### src/rtl/motor_pkg.sv
// Shared encodings for the H-bridge motor controller.
package motor_pkg;

    localparam int unsigned CMD_W = 2;
    localparam int unsigned ST_W  = 3;

    localparam logic [CMD_W-1:0] CMD_COAST = 2'd0;
    localparam logic [CMD_W-1:0] CMD_FWD   = 2'd1;
    localparam logic [CMD_W-1:0] CMD_REV   = 2'd2;
    localparam logic [CMD_W-1:0] CMD_BRAKE = 2'd3;

    typedef enum logic [ST_W-1:0] {
        ST_COAST = 3'd0,
        ST_FWD   = 3'd1,
        ST_REV   = 3'd2,
        ST_BRAKE = 3'd3,
        ST_DEAD  = 3'd4
    } state_t;

    // H-bridge pin pair, in1 in the MSB.
    typedef struct packed {
        logic in1;
        logic in2;
    } pins_t;

    localparam pins_t PINS_COAST = '{in1: 1'b0, in2: 1'b0};
    localparam pins_t PINS_BRAKE = '{in1: 1'b1, in2: 1'b1};

endpackage

### src/rtl/sync_2ff.sv
// Two-flop synchroniser for asynchronous level inputs; resets to 0.
module sync_2ff #(
    parameter int unsigned W = 1
) (
    input  logic         clk,
    input  logic         rst_n,
    input  logic [W-1:0] i_d,
    output logic [W-1:0] o_q
);

    logic [W-1:0] r_meta;
    logic [W-1:0] r_sync;

    // Metastability filter: first stage may go metastable, second is clean.
    always_ff @(posedge clk or negedge rst_n) begin
        if (!rst_n) begin
            r_meta <= '0;
            r_sync <= '0;
        end else begin
            r_meta <= i_d;
            r_sync <= r_meta;
        end
    end

    assign o_q = r_sync;

endmodule

### src/rtl/motor_hbridge_ctrl.sv
// H-bridge pin driver: PWM + direction/brake command to IN1/IN2 with
// reversal dead-time and a command-loss watchdog.
module motor_hbridge_ctrl
    import motor_pkg::*;
#(
    parameter int unsigned DEAD_CYCLES = 50000,
    parameter int unsigned WDOG_CYCLES = 25000000,
    parameter int unsigned CNT_W       = 25
) (
    input  logic             clk_50MHz,
    input  logic             rst_n,
    input  logic             pwm_in,
    input  logic [CMD_W-1:0] cmd,
    input  logic             cmd_valid,
    output logic             cmd_ready,
    output logic             in1,
    output logic             in2,
    output logic [ST_W-1:0]  state_o,
    output logic             wdog_trip
);

    localparam logic             WDOG_EN   = (WDOG_CYCLES != 0);
    localparam logic [CNT_W-1:0] DEAD_LOAD = CNT_W'(DEAD_CYCLES - 1);
    localparam logic [CNT_W-1:0] WDOG_MAX  = CNT_W'(WDOG_CYCLES);
    localparam logic [CNT_W-1:0] WDOG_LAST = CNT_W'(WDOG_CYCLES - 1);

    logic             w_pwm_s;
    logic             w_accept;
    logic             w_wdog_fire;
    logic             w_load_dead;
    logic             w_ready_nxt;
    state_t           r_state;
    state_t           w_state_nxt;
    state_t           r_target;
    state_t           w_target_nxt;
    pins_t            r_pins;
    pins_t            w_pins_nxt;
    logic             r_ready;
    logic             r_trip;
    logic [CNT_W-1:0] r_dead_cnt;
    logic [CNT_W-1:0] r_wdog_cnt;

    sync_2ff #(.W(1)) u_pwm_sync (
        .clk   (clk_50MHz),
        .rst_n (rst_n),
        .i_d   (pwm_in),
        .o_q   (w_pwm_s)
    );

    assign w_accept    = cmd_valid && r_ready;
    // Commands win over an expiry landing on the same cycle.
    assign w_wdog_fire = WDOG_EN && !w_accept && (r_wdog_cnt >= WDOG_LAST) &&
                         ((r_state == ST_FWD) || (r_state == ST_REV));

    // State register with dead-time counter and latched post-dead target.
    always_ff @(posedge clk_50MHz or negedge rst_n) begin
        if (!rst_n) begin
            r_state    <= ST_COAST;
            r_target   <= ST_COAST;
            r_dead_cnt <= '0;
        end else begin
            r_state  <= w_state_nxt;
            r_target <= w_target_nxt;
            if (w_load_dead) begin
                r_dead_cnt <= DEAD_LOAD;
            end else if ((r_state == ST_DEAD) && (r_dead_cnt != '0)) begin
                r_dead_cnt <= r_dead_cnt - CNT_W'(1);
            end
        end
    end

    // Next state: reversals and brake-to-drive go through DEAD.
    always_comb begin
        w_state_nxt  = r_state;
        w_target_nxt = r_target;
        w_load_dead  = 1'b0;
        if (w_accept) begin
            case (cmd)
                CMD_COAST: w_state_nxt = ST_COAST;
                CMD_BRAKE: w_state_nxt = ST_BRAKE;
                CMD_FWD: begin
                    if ((r_state == ST_REV) || (r_state == ST_BRAKE)) begin
                        w_state_nxt  = ST_DEAD;
                        w_target_nxt = ST_FWD;
                        w_load_dead  = 1'b1;
                    end else begin
                        w_state_nxt = ST_FWD;
                    end
                end
                CMD_REV: begin
                    if ((r_state == ST_FWD) || (r_state == ST_BRAKE)) begin
                        w_state_nxt  = ST_DEAD;
                        w_target_nxt = ST_REV;
                        w_load_dead  = 1'b1;
                    end else begin
                        w_state_nxt = ST_REV;
                    end
                end
                default: w_state_nxt = r_state;
            endcase
        end else if (w_wdog_fire) begin
            w_state_nxt = ST_COAST;
        end else if ((r_state == ST_DEAD) && (r_dead_cnt == '0)) begin
            w_state_nxt = r_target;
        end
    end

    // Output decode: pin pattern from current state, ready from next state.
    always_comb begin
        w_pins_nxt  = PINS_COAST;
        w_ready_nxt = (w_state_nxt != ST_DEAD);
        case (r_state)
            ST_FWD:   w_pins_nxt = '{in1: w_pwm_s, in2: 1'b0};
            ST_REV:   w_pins_nxt = '{in1: 1'b0, in2: w_pwm_s};
            ST_BRAKE: w_pins_nxt = PINS_BRAKE;
            default:  w_pins_nxt = PINS_COAST;
        endcase
    end

    // Output register for the bridge pins and the ready strobe.
    always_ff @(posedge clk_50MHz or negedge rst_n) begin
        if (!rst_n) begin
            r_pins  <= PINS_COAST;
            r_ready <= 1'b0;
        end else begin
            r_pins  <= w_pins_nxt;
            r_ready <= w_ready_nxt;
        end
    end

    // Watchdog: saturating idle counter and sticky trip flag.
    always_ff @(posedge clk_50MHz or negedge rst_n) begin
        if (!rst_n) begin
            r_wdog_cnt <= '0;
            r_trip     <= 1'b0;
        end else if (w_accept) begin
            r_wdog_cnt <= '0;
            r_trip     <= 1'b0;
        end else begin
            if (r_wdog_cnt != WDOG_MAX) begin
                r_wdog_cnt <= r_wdog_cnt + CNT_W'(1);
            end
            if (w_wdog_fire) begin
                r_trip <= 1'b1;
            end
        end
    end

    assign in1       = r_pins.in1;
    assign in2       = r_pins.in2;
    assign cmd_ready = r_ready;
    assign state_o   = r_state;
    assign wdog_trip = r_trip;

endmodule

### config.mk
export PLATFORM = sky130hd
export DESIGN_NAME = motor_hbridge_ctrl
export DESIGN_NICKNAME = d
export VERILOG_FILES = /design/src/rtl/motor_pkg.sv /design/src/rtl/sync_2ff.sv /design/src/rtl/motor_hbridge_ctrl.sv
export SDC_FILE = /design/constraint.sdc
export NUM_CORES = 1
export LEC_CHECK = 0
export ABC_AREA = 1
export BUFFER_PORTS_ARGS = -buffer_cell sky130_fd_sc_hd__buf_2
export CORE_ASPECT_RATIO = 1.75
export CORE_MARGIN = 5
export CORE_UTILIZATION = 40
export CTS_BUF_LIST = sky130_fd_sc_hd__clkbuf_8
export CTS_CLUSTER_SIZE = 28
export DETAILED_ROUTE_END_ITERATION = 10
export HOLD_SLACK_MARGIN = 0.08
export PLACE_DENSITY_LB_ADDON = 0.05
export SETUP_SLACK_MARGIN = 0.05
export SLEW_MARGIN = 20
export SYNTH_ARGS = -nofsm -noshare
export SYNTH_HDL_FRONTEND = slang
export SYNTH_HIERARCHICAL = 1
export SYNTH_SLANG_ARGS = --single-unit
export TNS_END_PERCENT = 30
### constraint.sdc
create_clock -name clk_50MHz -period 4.2 [get_ports clk_50MHz]
set_input_delay 0 -clock clk_50MHz [delete_from_list [all_inputs] [get_ports clk_50MHz]]
set_output_delay 0 -clock clk_50MHz [all_outputs]
set_load 0.05 [all_outputs]
==> summary.txt, run 1 <==
Critical path
  • Startpoint Class: flop
  • CP max-delay cell: inv_1
  • Max incr delay on CP: between 0.4 and 0.5 ns
  • Setup CP Type: flop to flop
  • WP data arrival: 2.37 ns
  • Critical R2R Launch: cmd_ready
  • Critical path fanouts, max: 22
  • Worst R2R End: r_dead_cnt[10]
  • Crit path cell chain: nand2_1, buf_4, inv_1, nand3_4, inv_1, nor2_1, nand2_1, o21ai_2
  • Crit end category: flop
  • Reg2reg path depth: 8
  • Data required time at the worst endpoint: 4.42 ns
  • R2R setup slack: 2.06 ns

Timing
  • Clock skew: 0.0112 ns
  • Final-report hold violation count: 0
  • Max Freq: between 400 and 500 MHz
  • Max-slew headroom: 46.6%
  • Unrepaired setup endpoints after global routing: false
  • Setup-failing EPs final: 0
  • Period minus WS final: 2.14 ns
  • Final Slew Violations: 0
  • Final Cycle Share: 51.0%
  • Setup TNS: 0 ns
  • Actual slew at the worst max-slew pin: 0.801 ns

CTS
  • H-Tree Depth: 3
  • Max Buffers Root-to-Sink: 2
  • TritonCTS Buffers: 9
  • Worst-Skew Late Latency: 0.35 ns
  • Clock Root Buffer: clkbuf_8
  • CTS sink cnt: 61
  • CTS tree: done
  • Clock-pin slew on the worst setup and hold paths: roughly 0.08 ns
  • Postcts setup bufs: 0

Synth
  • Asr flop ratio synth: 100%
  • #FFs+latches synth: 61
  • Top cell type by total area after synthesis: dfrtp_1
  • Top_reg_cell synth: dfrtp_1
  • Syn_area_per_cell: roughly 7.6 µm²
  • Synth Warn #: 6
  • Synth top area share: 42.8%
  • Sequential share of the synthesized area: between 40 and 50%
  • Synth Cell Area: between 0.003 and 0.004 mm²
  • Post-synth EDFFs: 0
  • Post-synth cell types: 39
  • Area contributors post-synth: dfrtp_1 (43%), nand2_1 (9.3%), nor2_1 (6.8%)
  • Syn Inst Count: 468
  • Syn Nets: 482

Die
  • Starting Density: 40.8%
  • Top-level port count: 13
  • Core ar.: roughly 0.0087 mm²
  • Std-Cell Rows: 45
  • Die ar.: between 0.01 and 0.015 mm²
  • Die width: 81.4 µm
  • Die Span Y: 135 µm

GRT
  • Largest net degree at the start of global routing: 62
  • Global-route wire length before repair: 14.8 mm
  • Total GRT Usage: 17.9%
  • Vias in the first global route: 3251
  • Antenna violations before repair: 0
  • Total gr overflow: 0

Placement
  • Placer Congestion: 0.847
  • HPWL Detailed: 6.56 mm
  • I/O Buffers: 12

Route
  • Met2 WL post-DR: 4.96 mm
  • Avg Vias per Cell: approximately 5.0
  • Routed WL per cell: 14.4 µm
  • First-pass DRT Iterations: 4
  • Routed Antenna Nets: 0
  • Metal1 wirelength: 3.14 mm
  • Top layer in use: met4
  • Starting DRT DRC Count: 124
  • DRC: 0
  • Routed vias: roughly 3100
  • DRT Wirelength: 8.78 mm
  • WL met3: around 190 µm

Flow run
  • Max-cap violations: 0

Power
  • Peak supply drop: around 0.14 mV
  • Pleak: ~1.8 nW
  • Power Total: 1.09 mW
  • Pwr Density: 277 mW/mm²

Run status
  • Status: completed

Finish
  • Filler cells: 887
  • Total Nets Final: 502
  • ANT cells: 0
  • Area grow syn2layout: 10.7%
  • Share of cells above drive strength 1: 14.0%

Worst hold path
  • Worst hold start: cmd[1]
  • Worst hold endpoint: r_target[0]
  • Min-Delay Path Class: input port to flop
  • Hold Path Depth: 3
metrics by stage:
stage	area (µm²)	util (%)	setup slack, ns	instances	hold slack [ns]
global route	3950	45.2	1.91	609	0.129
CTS	3950	45.2	2.02	609	0.0849
floorplan	3560	-	2.44	468	-0.296
detailed placement	3750	43.0	2.03	592	0.109
finish	3950	45.2	2.06	609	0.102
global placement	3750	43.0	2.02	592	0.109
how the worst max path moves through the flow:
stage                     startpoint        endpoint
after floorplan           state_o[1]  r_dead_cnt[13]
after global placement     cmd_ready  r_dead_cnt[10]
after detailed placement   cmd_ready  r_dead_cnt[10]
after CTS                  cmd_ready  r_dead_cnt[10]
after global routing       cmd_ready  r_dead_cnt[10]
final                      cmd_ready  r_dead_cnt[10]
Yosys cell counts, types with 4 or more instances:
cell / count
nand2_2: 5
o21ai_2: 7
a21oi_1: 31
nor3_1: 13
o21ai_1: 4
nand2_1: 88
nand4_1: 14
ha_1: 8
dfrtp_1: 61
inv_1: 59
nor2_4: 5
nor2_1: 65
nand3_1: 28
nor2_2: 10
o21ai_0: 30
inv_2: 5
cell type report:
type	count	area, µm²	area share (%)
clock inverter	3	12.5	0.317
clock buffer	12	165	4.18
multi-input combinational	336	1760	44.6
timing repair buffer	16	95.1	2.41
tap	117	146	3.71
sequential	61	1530	38.7
inverter	64	240	6.09
registers in the layout, summed over array words and instances, names as in the netlist:
name / flops
wdog_trip: 1
r_target: 2
u_pwm_sync/o_q: 1
u_pwm_sync/r_meta: 1
r_wdog_cnt: 25
cmd_ready: 1
state_o: 3
r_dead_cnt: 25
in2: 1
in1: 1
logic make-up (layout without fill, tap and decap cells):
family / count (synthesis) / in the layout / synth area share [%]
DFF: 61 / 61 / 42.8
AOI/OAI and AO/OA: 84 / 84 / 13.5
and+or+nand+nor: 241 / 241 / 32.3
buffers and inverters: 71 / 95 / 7.76
xor gates and xnor gates: 3 / 3 / 0.737
adders and majority gates: 8 / 8 / 2.81
power breakdown:
group | internal (mW) | total [mW] | switching (mW)
Clock | 0.254 | 0.483 | 0.228
Combinational | 0.00571 | 0.0228 | 0.0171
Sequential | 0.588 | 0.589 | 0.000214
cells in the final DEF, fill, tap and decap left out, types with 4 or more instances in the layout:
cell type and n:
ha_1 8, nor3_1 13, nand2_2 5, o21ai_2 7, nand2_1 88, inv_2 5, o21ai_0 30, dfrtp_1 61
inv_1 61, nand4_1 14, clkbuf_8 12, o21ai_1 4, nor2_4 5, nor2_1 65, buf_2 12, a21oi_1 31
nor2_2 10, nand3_1 28
worst max-delay path: cells and delay by family, from the launching register on:
| kind | cells | cell delay, ns |
|---|---|---|
| compound gates | 1 | 0.06 |
| buf+inv | 3 | 1.04 |
| flops | 1 | 0.35 |
| simple gates | 4 | 0.53 |
routing by layer:
metal	vias to the layer above	GRT usage (%)
met5	-	0
met4	0	12.3
met3	40	3.34
met2	53	33.7
met1	1406	16.5
li1	1575	-
what timing repair did:
item / in CTS / in global routing
endpoints found under the hold margin: 62 / 0
hold buffers: 2 / 0
gates resized for setup: 0 / 0
No activity file was read; power rests on OpenSTA's default activity.
==> run 2, diff against run 1 <==
--- a/config.mk
+++ b/config.mk
@@ -5,7 +5,7 @@
 export SDC_FILE = /design/constraint.sdc
 export NUM_CORES = 1
 export LEC_CHECK = 0
-export ABC_AREA = 1
+export ABC_AREA = 0
 export BUFFER_PORTS_ARGS = -buffer_cell sky130_fd_sc_hd__buf_2
 export CORE_ASPECT_RATIO = 1.75
 export CORE_MARGIN = 5
==> constraint.sdc (replaced) <==
create_clock -name clk_50MHz -period 1.86 [get_ports clk_50MHz]
set_input_delay 0 -clock clk_50MHz [delete_from_list [all_inputs] [get_ports clk_50MHz]]
set_output_delay 0 -clock clk_50MHz [all_outputs]
set_load 0.05 [all_outputs]
==> summary.txt, run 2 <==
Worst hold path
  • Worst hold start: cmd_valid
  • Min-Delay Path Class: input port to flop

Critical path
  • Setup CP Type: flop to flop
  • Max incr delay on CP: 0.54 ns
  • Crit end category: flop
  • Critical Path Start: r_dead_cnt[3]
  • CP max-delay cell: or4_4
  • Data required time at the worst endpoint: 2.14 ns
  • Crit path cell chain: or4_4, buf_6, nor4b_4, buf_4, nand4_1, buf_4, or4_4, a21oi_2
  • WP data arrival: 2.68 ns
  • Startpoint Class: flop
  • Critical path fanouts, max: 3
  • Critical R2R Launch: r_dead_cnt[3]

Finish
  • Most frequent cells in the layout: buf_4 (68), dfrtp_1 (58), nor2_1 (42), nand2_1 (20), nand3_1 (18)
  • Non-Filler Instances: 537
  • Share of cells above drive strength 1: 33.7%
  • Filler cells: 743
  • Area grow syn2layout: 35.4%
  • Post-layout util: 55.1%
  • Total Nets Final: about 450
  • Final standard cell area without fillers: 0.00455 mm²
  • Commonest non-fill, non-tap cell in the layout: buf_4
  • ANT cells: 0

Die
  • Std-Cell Rows: 44
  • Top-level port count: 13
  • Die ar.: roughly 0.010 mm²
  • Starting Density: 40.7%
  • Die Span Y: 131 µm
  • Die width: 79.3 µm
  • Core ar.: 0.00826 mm²

Synth
  • Most common cell in the netlist: dfrtp_1
  • Syn Inst Count: 353
  • Top cell type by total area after synthesis: dfrtp_1
  • Synth Cell Area: 0.00336 mm²
  • Sequential share of the synthesized area: 45.4%
  • Asr flop ratio synth: 100%
  • Post-synthesis compound-gate area fraction: 13.4%
  • Post-synth EDFFs: 0
  • Most frequent cells after synthesis: dfrtp_1 (61), nor2_1 (42), nand2_1 (22)
  • Synth Warn #: 6
  • Syn Nets: between 300 and 400
  • Synth Area in XOR/XNOR: 6.25%
  • Post-synth cell types: 54
  • Top_reg_cell synth: dfrtp_1
  • Portion of netlist area occupied by mux cells: 1.79%
  • Synth Area in Simple Gates: 26.5%
  • Synth top area share: 45.4%
  • Area contributors post-synth: dfrtp_1 (45%), nor2_1 (4.7%), xnor2_1 (4.4%)
  • Largest family of logic cells by synthesized area: simple AND/OR/NAND/NOR gates
  • Syn_area_per_cell: approximately 9.5 µm²
  • #FFs+latches synth: 61
  • Adder-cell share of the synthesized area: just under 3%

CTS
  • Clock Root Buffer: clkbuf_8
  • H-Tree Depth: 3
  • CTS sink cnt: 61
  • TritonCTS Buffers: 9
  • Clock-pin slew on the worst setup and hold paths: 0.07 ns
  • Worst-Skew Late Latency: 0.35 ns
  • CTS tree: done
  • Max Buffers Root-to-Sink: 2

Placement
  • HPWL Detailed: 5.88 mm
  • I/O Buffers: 12
  • Pre-CTS setup slack: -0.583 ns
  • Placer Congestion: 0.777
  • Placement Cell Area: approximately 0.004 mm²
  • Placed cell count: between 500 and 600

Route
  • Routed WL per cell: around 16 µm
  • Routed Antenna Nets: 0
  • DRC: 0
  • DRT Wirelength: 8.35 mm
  • Avg Vias per Cell: 5.48
  • Routed vias: 2945
  • Starting DRT DRC Count: 105
  • First-pass DRT Iterations: 4

GRT
  • Total gr overflow: 0
  • Antenna violations before repair: 0
  • Total GRT Usage: between 10% and 20%
  • Vias in the first global route: approximately 3000
  • Global-route wire length before repair: 14.4 mm
  • Largest net degree at the start of global routing: slightly above 60

Power
  • Pwr Density: 1100 mW/mm²
  • Power Total: approximately 5.0 mW
  • Peak supply drop: 0.507 mV
  • Pleak: between 1.5 and 2 nW

Timing
  • Final-report hold violation count: 0
  • Final worst setup slack: -0.543 ns
  • Max-slew headroom: a little over half
  • Setup TNS: -12.29 ns
  • Actual slew at the worst max-slew pin: 0.703 ns
  • Setup-failing EPs final: 29
  • Final Cycle Share: 129%
  • Hold_ws: 0.173 ns
  • Max Freq: about 420 MHz
  • Clock skew: 0.0102 ns
  • Final Slew Violations: 0
  • Unrepaired setup endpoints after global routing: true
  • Period minus WS final: 2.40 ns

Run status
  • Failing checks: setup timing
  • Status: finished, violations left

Flow run
  • Max-cap violations: 0
[run 2: cell types whose count changed after synthesis, moves of 9 or more]
cell | previous run | this run
a21oi_1 | 31 | 16
clkbuf_1 | 3 | 12
inv_1 | 59 | 11
nand2_1 | 88 | 22
nand3_1 | 28 | 19
nor2_1 | 65 | 42
nor2_2 | 10 | 0
nor4_1 | 2 | 13
o21ai_0 | 30 | 13
o31ai_1 | 0 | 9
or3_1 | 0 | 11
or4_1 | 0 | 9
xnor2_1 | 0 | 17
[run 2: final cells by class]
| cell class | count | area [µm²] | share of cell area, % |
|---|---|---|---|
| multi-input cells | 264 | 1910 | 42.0 |
| flip-flops and latches | 61 | 1530 | 33.6 |
| repair buffers | 93 | 741 | 16.3 |
| clock buffers | 12 | 165 | 3.63 |
| well taps | 92 | 115 | 2.53 |
| clock inverters | 4 | 45.0 | 0.990 |
| inverters | 11 | 41.3 | 0.907 |
[run 2: timing repair]
action	4_1_cts	5_1_grt
hold endpoints to repair	62	0
gates resized for setup	19	33
cloned	0	0
hold buffers	2	0
pin swaps	8	11
buffers inserted	6	3
setup endpoints to repair	32	33
[run 2: critical path: cells and delay by family (launching register included)]
| kind | cells | cell delay, ns |
|---|---|---|
| buffers and inverters | 3 | 0.47 |
| flip-flops | 1 | 0.38 |
| AO/OA/AOI/OAI | 1 | 0.14 |
| AND/OR/NAND/NOR | 4 | 1.34 |
[run 2: final timing paths]
check / endpoint / slack (ns) / cells past startpoint
max: r_dead_cnt[21] / -0.54 / 8
min: wdog_trip / 0.17 / 3
max reg2reg: r_dead_cnt[21] / -0.54 / 8
min reg2reg: u_pwm_sync/o_q / 0.35 / 0
max in group asynchronous: state_o[2] / 1.36 / 3
min in group asynchronous: r_dead_cnt[11] / 0.18 / 3
[run 2: where the power goes]
part	internal, mW	switching, mW	leakage (nW)	total, mW
logic	0.891	1.04	1.07	1.93
clock network	0.721	0.529	0.112	1.25
registers	1.64	0.203	0.762	1.84
[run 2: cell families after synthesis]
logic type / after synthesis
multiplexers: 6
buffers and inverters: 28
adder cells (fa/ha/maj): 8
AO/OA/AOI/OAI: 63
flip-flops: 61
AND/OR/NAND/NOR: 163
XOR/XNOR: 24
[run 2: per-layer routing]
layer | track usage (%) | up-vias | share of wire, %
li1 | - | 1457 | -
met1 | 19.3 | 1442 | 40
met2 | 31.2 | 31 | 56
met3 | 3.97 | 15 | 1.8
met4 | 7.84 | 0 | 2.5
met5 | 0 | - | 0
